[config.mk]
export PLATFORM = sky130hd
export DESIGN_NAME = hit_judge
export DESIGN_NICKNAME = d
export VERILOG_FILES = /design/src/rtl/hit_judge.sv
export SDC_FILE = /design/constraint.sdc
export NUM_CORES = 1
export LEC_CHECK = 0
export CORE_UTILIZATION = 28
export CTS_CLUSTER_SIZE = 10
export DETAILED_ROUTE_END_ITERATION = 6
export PLACE_DENSITY = 0.43
export SLEW_MARGIN = 20
export SYNTH_ARGS = -nofsm -noshare
export SYNTH_HDL_FRONTEND = slang
export SYNTH_SLANG_ARGS = --single-unit
[constraint.sdc]
create_clock -name clk -period 8.05 [get_ports clk]
set_input_delay 1.61 -clock clk [delete_from_list [all_inputs] [get_ports clk]]
set_output_delay 1.61 -clock clk [all_outputs]
set_load 0.02 [all_outputs]
[src/rtl/hit_judge.sv]
// hit_judge: debounces five drum pads and judges strikes against the falling cube row.
// Reports hits/misses/wrong strikes, keeps score and combo. Optional macro: HIT_PERFECTO_EN.
//
// Ports:
//   clk, reset        clock, synchronous active-high reset
//   enable            row restart (row state only; score/combo/debouncers kept)
//   posicionYS        current Y of the cube row, wraps to 0 at each new row
//   cubosHileraReg    lanes populated in the current row (bit0 = lane 1)
//   pads              raw active-high pads, asynchronous to clk
//   golpe             per-lane pulse on a correct hit
//   fallo             pulse when populated lanes were left unstruck at window close
//   error             pulse on a strike with no pending cube or outside the window
//   consumidos        lanes already hit in the current row
//   puntaje, combo    saturating score and consecutive-hit count
//   perfecto          (HIT_PERFECTO_EN only) pulse alongside golpe for a centred hit

module hit_judge #(
  parameter int unsigned ZONA_INI   = 400,
  parameter int unsigned ZONA_FIN   = 440,
  parameter int unsigned DEB_CICLOS = 50000,
  parameter int unsigned DEB_W      = 16,
  parameter int unsigned PUNTOS_HIT = 10
) (
  input  logic        clk,
  input  logic        reset,
  input  logic        enable,
  input  logic [9:0]  posicionYS,
  input  logic [4:0]  cubosHileraReg,
  input  logic [4:0]  pads,
  output logic [4:0]  golpe,
  output logic        fallo,
  output logic        error,
  output logic [4:0]  consumidos,
  output logic [15:0] puntaje,
  output logic [7:0]  combo
`ifdef HIT_PERFECTO_EN
  ,
  output logic        perfecto
`endif
);

  typedef enum logic [1:0] {
    ESPERA,
    VENTANA,
    CIERRE,
    HECHO
  } estado_t;

  localparam logic [9:0] ZI = ZONA_INI[9:0];
  localparam logic [9:0] ZF = ZONA_FIN[9:0];
  localparam logic [DEB_W-1:0] DEB_LAST = DEB_W'(DEB_CICLOS - 1);
  localparam logic [19:0] PTS = 20'(PUNTOS_HIT);

`ifdef HIT_PERFECTO_EN
  localparam int unsigned CENTRO = (ZONA_INI + ZONA_FIN) / 2;
  localparam logic [9:0] CMIN = 10'(CENTRO - 4);
  localparam logic [9:0] CMAX = 10'(CENTRO + 4);
`endif

  // pad synchronizer and debouncer state
  logic [4:0]       sync1_q, sync2_q;
  logic [4:0]       lvl_q, lvl_d;
  logic [4:0]       lvl_prev_q;
  logic [DEB_W-1:0] cnt_q [5];
  logic [DEB_W-1:0] cnt_d [5];
  logic [4:0]       strike;

  // row / judge state
  estado_t     state_q, state_d;
  logic [9:0]  prev_y_q;
  logic [4:0]  pend_q, pend_d;
  logic [4:0]  cons_q, cons_d;
  logic [4:0]  golpe_q, golpe_d;
  logic        fallo_q, fallo_d;
  logic        error_q, error_d;
  logic [15:0] punt_q, punt_d;
  logic [7:0]  combo_q, combo_d;
`ifdef HIT_PERFECTO_EN
  logic        perf_q, perf_d;
  logic        en_centro;
`endif

  // combinational helpers
  logic        en_zona;
  logic        pasado;
  logic        new_row;
  logic [4:0]  hit;
  logic [4:0]  wrong;
  logic [2:0]  n_ok;
  logic [19:0] add_pts;
  logic [19:0] sum_pts;
  logic [8:0]  combo_sum;

  // ---------------- debounce ----------------
  always_comb begin
    for (int i = 0; i < 5; i++) begin
      lvl_d[i] = lvl_q[i];
      cnt_d[i] = '0;
      if (sync2_q[i] != lvl_q[i]) begin
        if (cnt_q[i] == DEB_LAST) begin
          lvl_d[i] = ~lvl_q[i];
        end else begin
          cnt_d[i] = cnt_q[i] + 1'b1;
        end
      end
    end
  end

  // one-cycle event on each accepted press
  assign strike = lvl_q & ~lvl_prev_q;

  // ---------------- judge ----------------
  assign en_zona = (posicionYS >= ZI) && (posicionYS <= ZF);
  assign pasado  = posicionYS > ZF;
  assign new_row = (posicionYS < prev_y_q) || enable;

`ifdef HIT_PERFECTO_EN
  assign en_centro = (posicionYS >= CMIN) && (posicionYS <= CMAX);
`endif

  always_comb begin
    hit   = (state_q == VENTANA) ? (strike & pend_q) : 5'b0;
    wrong = strike & ~hit;

    n_ok    = '0;
    add_pts = '0;
    for (int i = 0; i < 5; i++) begin
      if (hit[i]) begin
        n_ok = n_ok + 3'd1;
`ifdef HIT_PERFECTO_EN
        add_pts = add_pts + (en_centro ? (PTS << 1) : PTS);
`else
        add_pts = add_pts + PTS;
`endif
      end
    end

    sum_pts   = {4'b0, punt_q} + add_pts;
    combo_sum = {1'b0, combo_q} + {6'b0, n_ok};

    state_d = state_q;
    pend_d  = pend_q & ~hit;
    cons_d  = cons_q | hit;
    golpe_d = hit;
    error_d = |wrong;
    fallo_d = 1'b0;
    punt_d  = (|sum_pts[19:16]) ? 16'hFFFF : sum_pts[15:0];
`ifdef HIT_PERFECTO_EN
    perf_d  = (|hit) && en_centro;
`endif

    unique case (state_q)
      ESPERA: begin
        if (en_zona) state_d = VENTANA;
      end
      VENTANA: begin
        // a hit on this same cycle already cleared its pending bit
        if (pasado) state_d = CIERRE;
      end
      CIERRE: begin
        state_d = HECHO;
        if (pend_q != 5'b0) begin
          fallo_d = 1'b1;
          pend_d  = 5'b0;
        end
      end
      HECHO: begin
        state_d = HECHO;
      end
      default: state_d = ESPERA;
    endcase

    // a new row overrides close-out of the old one
    if (new_row) begin
      pend_d  = cubosHileraReg;
      cons_d  = 5'b0;
      state_d = ESPERA;
      fallo_d = 1'b0;
    end

    // any wrong lane or miss kills the combo, even if other lanes hit
    if ((|wrong) || fallo_d) begin
      combo_d = 8'd0;
    end else begin
      combo_d = combo_sum[8] ? 8'hFF : combo_sum[7:0];
    end
  end

  // ---------------- registers ----------------
  always_ff @(posedge clk) begin
    if (reset) begin
      sync1_q    <= '0;
      sync2_q    <= '0;
      lvl_q      <= '0;
      lvl_prev_q <= '0;
      for (int i = 0; i < 5; i++) cnt_q[i] <= '0;
      state_q    <= ESPERA;
      prev_y_q   <= '0;
      pend_q     <= '0;
      cons_q     <= '0;
      golpe_q    <= '0;
      fallo_q    <= 1'b0;
      error_q    <= 1'b0;
      punt_q     <= '0;
      combo_q    <= '0;
`ifdef HIT_PERFECTO_EN
      perf_q     <= 1'b0;
`endif
    end else begin
      sync1_q    <= pads;
      sync2_q    <= sync1_q;
      lvl_q      <= lvl_d;
      lvl_prev_q <= lvl_q;
      for (int i = 0; i < 5; i++) cnt_q[i] <= cnt_d[i];
      state_q    <= state_d;
      prev_y_q   <= posicionYS;
      pend_q     <= pend_d;
      cons_q     <= cons_d;
      golpe_q    <= golpe_d;
      fallo_q    <= fallo_d;
      error_q    <= error_d;
      punt_q     <= punt_d;
      combo_q    <= combo_d;
`ifdef HIT_PERFECTO_EN
      perf_q     <= perf_d;
`endif
    end
  end

  assign golpe      = golpe_q;
  assign fallo      = fallo_q;
  assign error      = error_q;
  assign consumidos = cons_q;
  assign puntaje    = punt_q;
  assign combo      = combo_q;
`ifdef HIT_PERFECTO_EN
  assign perfecto   = perf_q;
`endif

endmodule

==> impl_metrics.csv <==
group,metric,value,unit
run_status,status,"finished, final reports clean",
setup_path,worst_path_max_delay_cell,"ha_1",
global_route,grt_use_total,12.1,%
cells_and_area,finish.utilization,34.7,%
setup_path,crit_path_end,"puntaje[0]$_SDFFE_PP0P_",
power_and_ir_drop,leakagePower,3.00,nW
clock_tree,insertion_delay,0.43,ns
die,core-area,24500,um^2
routing,wl_per_cell,12.4,um
min_path,min-delay-path-class,"reg -> reg",
synthesis,ys_warn_count,0,
routing,drt_iter0_drc,198,
setup_path,r2r_slack,2.73,ns
routing,wl,14700,um
sta,fmax,0.188,GHz
clock_tree,ctsHtreeMaxLevel,4,
setup_path,cp_num_buf_inv,2,
placed_design,gp_congestion,0.777,
power_and_ir_drop,power.density,190,nW/um^2
sta,period_share,66.1,%
cells_and_area,nFillCells,2614,
cells_and_area,multiInputGateArea,3770,um^2
sta,rsz0062_at_grt,"no",
die,dieArea,25900,um^2
die,die_height,161,um
sta,finalCriticalPeriod,5.32,ns
global_route,grt_max_degree,65,
synthesis,ys_seq_area_share,43.4,%
routing,drc,0,
cells_and_area,drive_gt1_share,6.37,%
cells_and_area,area.growth.synth_to_final,20.6,%
placed_design,port_buffers,58,
setup_path,rr_worst_depth,18,
synthesis,ys_types,65,
setup_path,cp_max_fo,11,
synthesis,synthCells,796,
clock_tree,clock_path_buffers,2,
clock_tree,cts_sinks,153,
clock_tree,numCtsBuffers,17,
setup_path,worst_path_largest_cell_delay,0.54,ns
routing,first_pass_iters,4,
sta,finalSetupTns,0,ns
sta,relSlewSlack,50.3,%
synthesis,syn_area_per_cell,8.87,um^2
die,rows,57,
global_route,grt_pass1_wl,25200,um
synthesis,ys.flop_type,"dfxtp_1",
synthesis,synth_area,7060,um^2
sta,fin_skew,0.0123,ns
power_and_ir_drop,finalPower,1.62,mW
setup_path,crit_start,"state_q[0]$_SDFFE_PP0P_",
setup_path,crit_path_cell_trace,"nor2b_1, nand3_1, ha_1, xnor2_4, inv_1, ha_1, inv_1, mux4_2, nor2_1, o31ai_2, xor2_1, ha_1, a21oi_1, o21ai_0, a21oi_1, nor2_1, nand2_1, a21oi_1",
job,drv_cap,0,
routing,via_per_inst,4.50,
power_and_ir_drop,peakVddDrop,88.2,uV
setup_path,arrival,5.60,ns
global_route,antenna_found_initial,0,
synthesis,synthArstFlopShare,0,%
cells_and_area,nets,905,
setup_path,end_kind,"flip-flop",
clock_tree,clkTransAtPathRegs,0.07,ns
setup_path,r2r-end,"puntaje[0]$_SDFFE_PP0P_",
sta,final_hold_viol_count,0,
die,ios,59,
cells_and_area,mostFrequentLayoutCell,"dfxtp_1",
routing,vias,5343,
placed_design,dp_hpwl,10500,um
clock_tree,root_buffer,"clkbuf_16",
die,start_util,28.8,%
clock_tree,hold_buffers,0,
global_route,grt.overflow.total,0,
setup_path,crit_required,8.33,ns
cells_and_area,antenna_cells,0,
clock_tree,cts-resized-gates,0,
synthesis,syn_nets,850,
setup_path,startpoint_type,"flip-flop",
sta,worst_slew_pin_slew,0.746,ns
synthesis,synth_edf_count,0,
cells_and_area,layout.cells.most_common_list,"153 x dfxtp_1, 135 x nor2_1, 57 x clkdlybuf4s50_1, 54 x nand2_1, 47 x nand3_1",
synthesis,synth-seq-cells,153,
setup_path,cp_top_family,"simple AND/OR/NAND/NOR gates",
clock_tree,cts_tree,"done",
routing,ant_nets,0,
global_route,first_global_vias,5119,
setup_path,path_depth,18,
sta,slew_violations,0,
cells_and_area,regArea,3060,um^2
clock_tree,post-cts-setup-buffers,0,
die,die_w,161,um
sta,setup_violations,0,
setup_path,path_class,"reg -> reg",
setup_path,r2r_start,"state_q[0]$_SDFFE_PP0P_",
[per-layer routing]
layer  global-route usage (%)  vias up  part of all wire [%]
met4                     4.50        0                   1.0
met2                     18.7       55                    45
met3                     3.10       10                   2.9
li1                         -     2826                     -
met5                        0        -                     0
met1                     16.1     2452                    51
[report_power, final]
part	leakage (nW)	internal [mW]	switching (mW)	total, mW
Sequential	1.24	0.766	0.00559	0.771
Combinational	1.48	0.0263	0.0307	0.0571
Clock	0.281	0.438	0.352	0.790
Total	3.00	1.23	0.389	1.62
[per-stage QoR]
step                      instance area (um^2)  instances  worst slack (ns)  hold slack (ns)
after floorplan                           7060        796              3.78            0.414
after global placement                    7940       1156              2.84            0.425
after detailed placement                  7940       1156              2.76            0.429
after CTS                                 8510       1188              2.74            0.447
after global routing                      8510       1188              2.23            0.464
final                                     8510       1188              2.73            0.439
[worst register-to-register path, cell delays in order, from the launching register on]
cell and delay, ns:
dfxtp_1 0.40, nor2b_1 0.53, nand3_1 0.28, ha_1 0.54, xnor2_4 0.30, inv_1 0.10, ha_1 0.23, inv_1 0.19
mux4_2 0.53, nor2_1 0.13, o31ai_2 0.09, xor2_1 0.18, ha_1 0.32, a21oi_1 0.18, o21ai_0 0.11, a21oi_1 0.42
nor2_1 0.20, nand2_1 0.35, a21oi_1 0.12
[worst min path at each step]
| stage | start | cells past startpoint | slack (ns) | end |
|---|---|---|---|---|
| 3_3_place_gp | sync1_q[0]$_SDFF_PP0_ | 1 | 0.42 | sync2_q[0]$_SDFF_PP0_ |
| 4_1_cts | sync1_q[0]$_SDFF_PP0_ | 1 | 0.45 | sync2_q[0]$_SDFF_PP0_ |
| 5_1_grt | sync1_q[0]$_SDFF_PP0_ | 1 | 0.46 | sync2_q[0]$_SDFF_PP0_ |
| 3_5_place_dp | sync1_q[0]$_SDFF_PP0_ | 1 | 0.43 | sync2_q[0]$_SDFF_PP0_ |
| 6_report | sync1_q[0]$_SDFF_PP0_ | 1 | 0.44 | sync2_q[0]$_SDFF_PP0_ |
| 2_1_floorplan | sync1_q[0]$_SDFF_PP0_ | 1 | 0.41 | sync2_q[0]$_SDFF_PP0_ |
[registers in the layout (all words and copies together) (netlist names), 5 cells and up]
register    cells
cnt_q          80
pend_q          5
prev_y_q       10
puntaje        16
lvl_q           5
consumidos      5
lvl_prev_q      5
sync1_q         5
sync2_q         5
golpe           5
combo           8
[cells in the mapped netlist, types with 6 or more instances]
library cell    n  area (um^2)
a21o_1          7         52.6
a21oi_1        31          155
and3_1         17          106
buf_2           6         30.0
clkbuf_1       10         37.5
dfxtp_1       153         3060
ha_1           29          363
inv_1          29          109
mux2i_1        10          100
nand2_1        54          203
nand3_1        47          235
nand4_1        14         87.6
nor2_1        135          507
nor2b_1        32          200
nor3_1         17         85.1
nor4_1          6         37.5
o21a_1          7         52.6
o21ai_0        11         55.1
or3_1          12         75.1
xnor2_1        45          394
xor2_1         45          394
[kinds of logic after synthesis]
logic type               after synthesis  synth area share (%)
AND/OR/NAND/NOR                      373                  26.4
buffers and inverters                 52                  3.15
multiplexers                          12                  1.90
adder cells (fa/ha/maj)               31                  5.71
XOR/XNOR                              91                  11.6
other                                  1                0.0531
AO/OA/AOI/OAI                         83                  7.85
flip-flops                           153                  43.4
[cell type report]
type	instances	share of cell area (%)
tap	324	4.76
clock buffer	17	5.00
multi-input combinational	591	44.3
sequential	153	36.0
inverter	29	1.28
clock inverter	15	1.81
timing repair buffer	59	6.85
No activity file was read; power rests on OpenSTA's default activity.
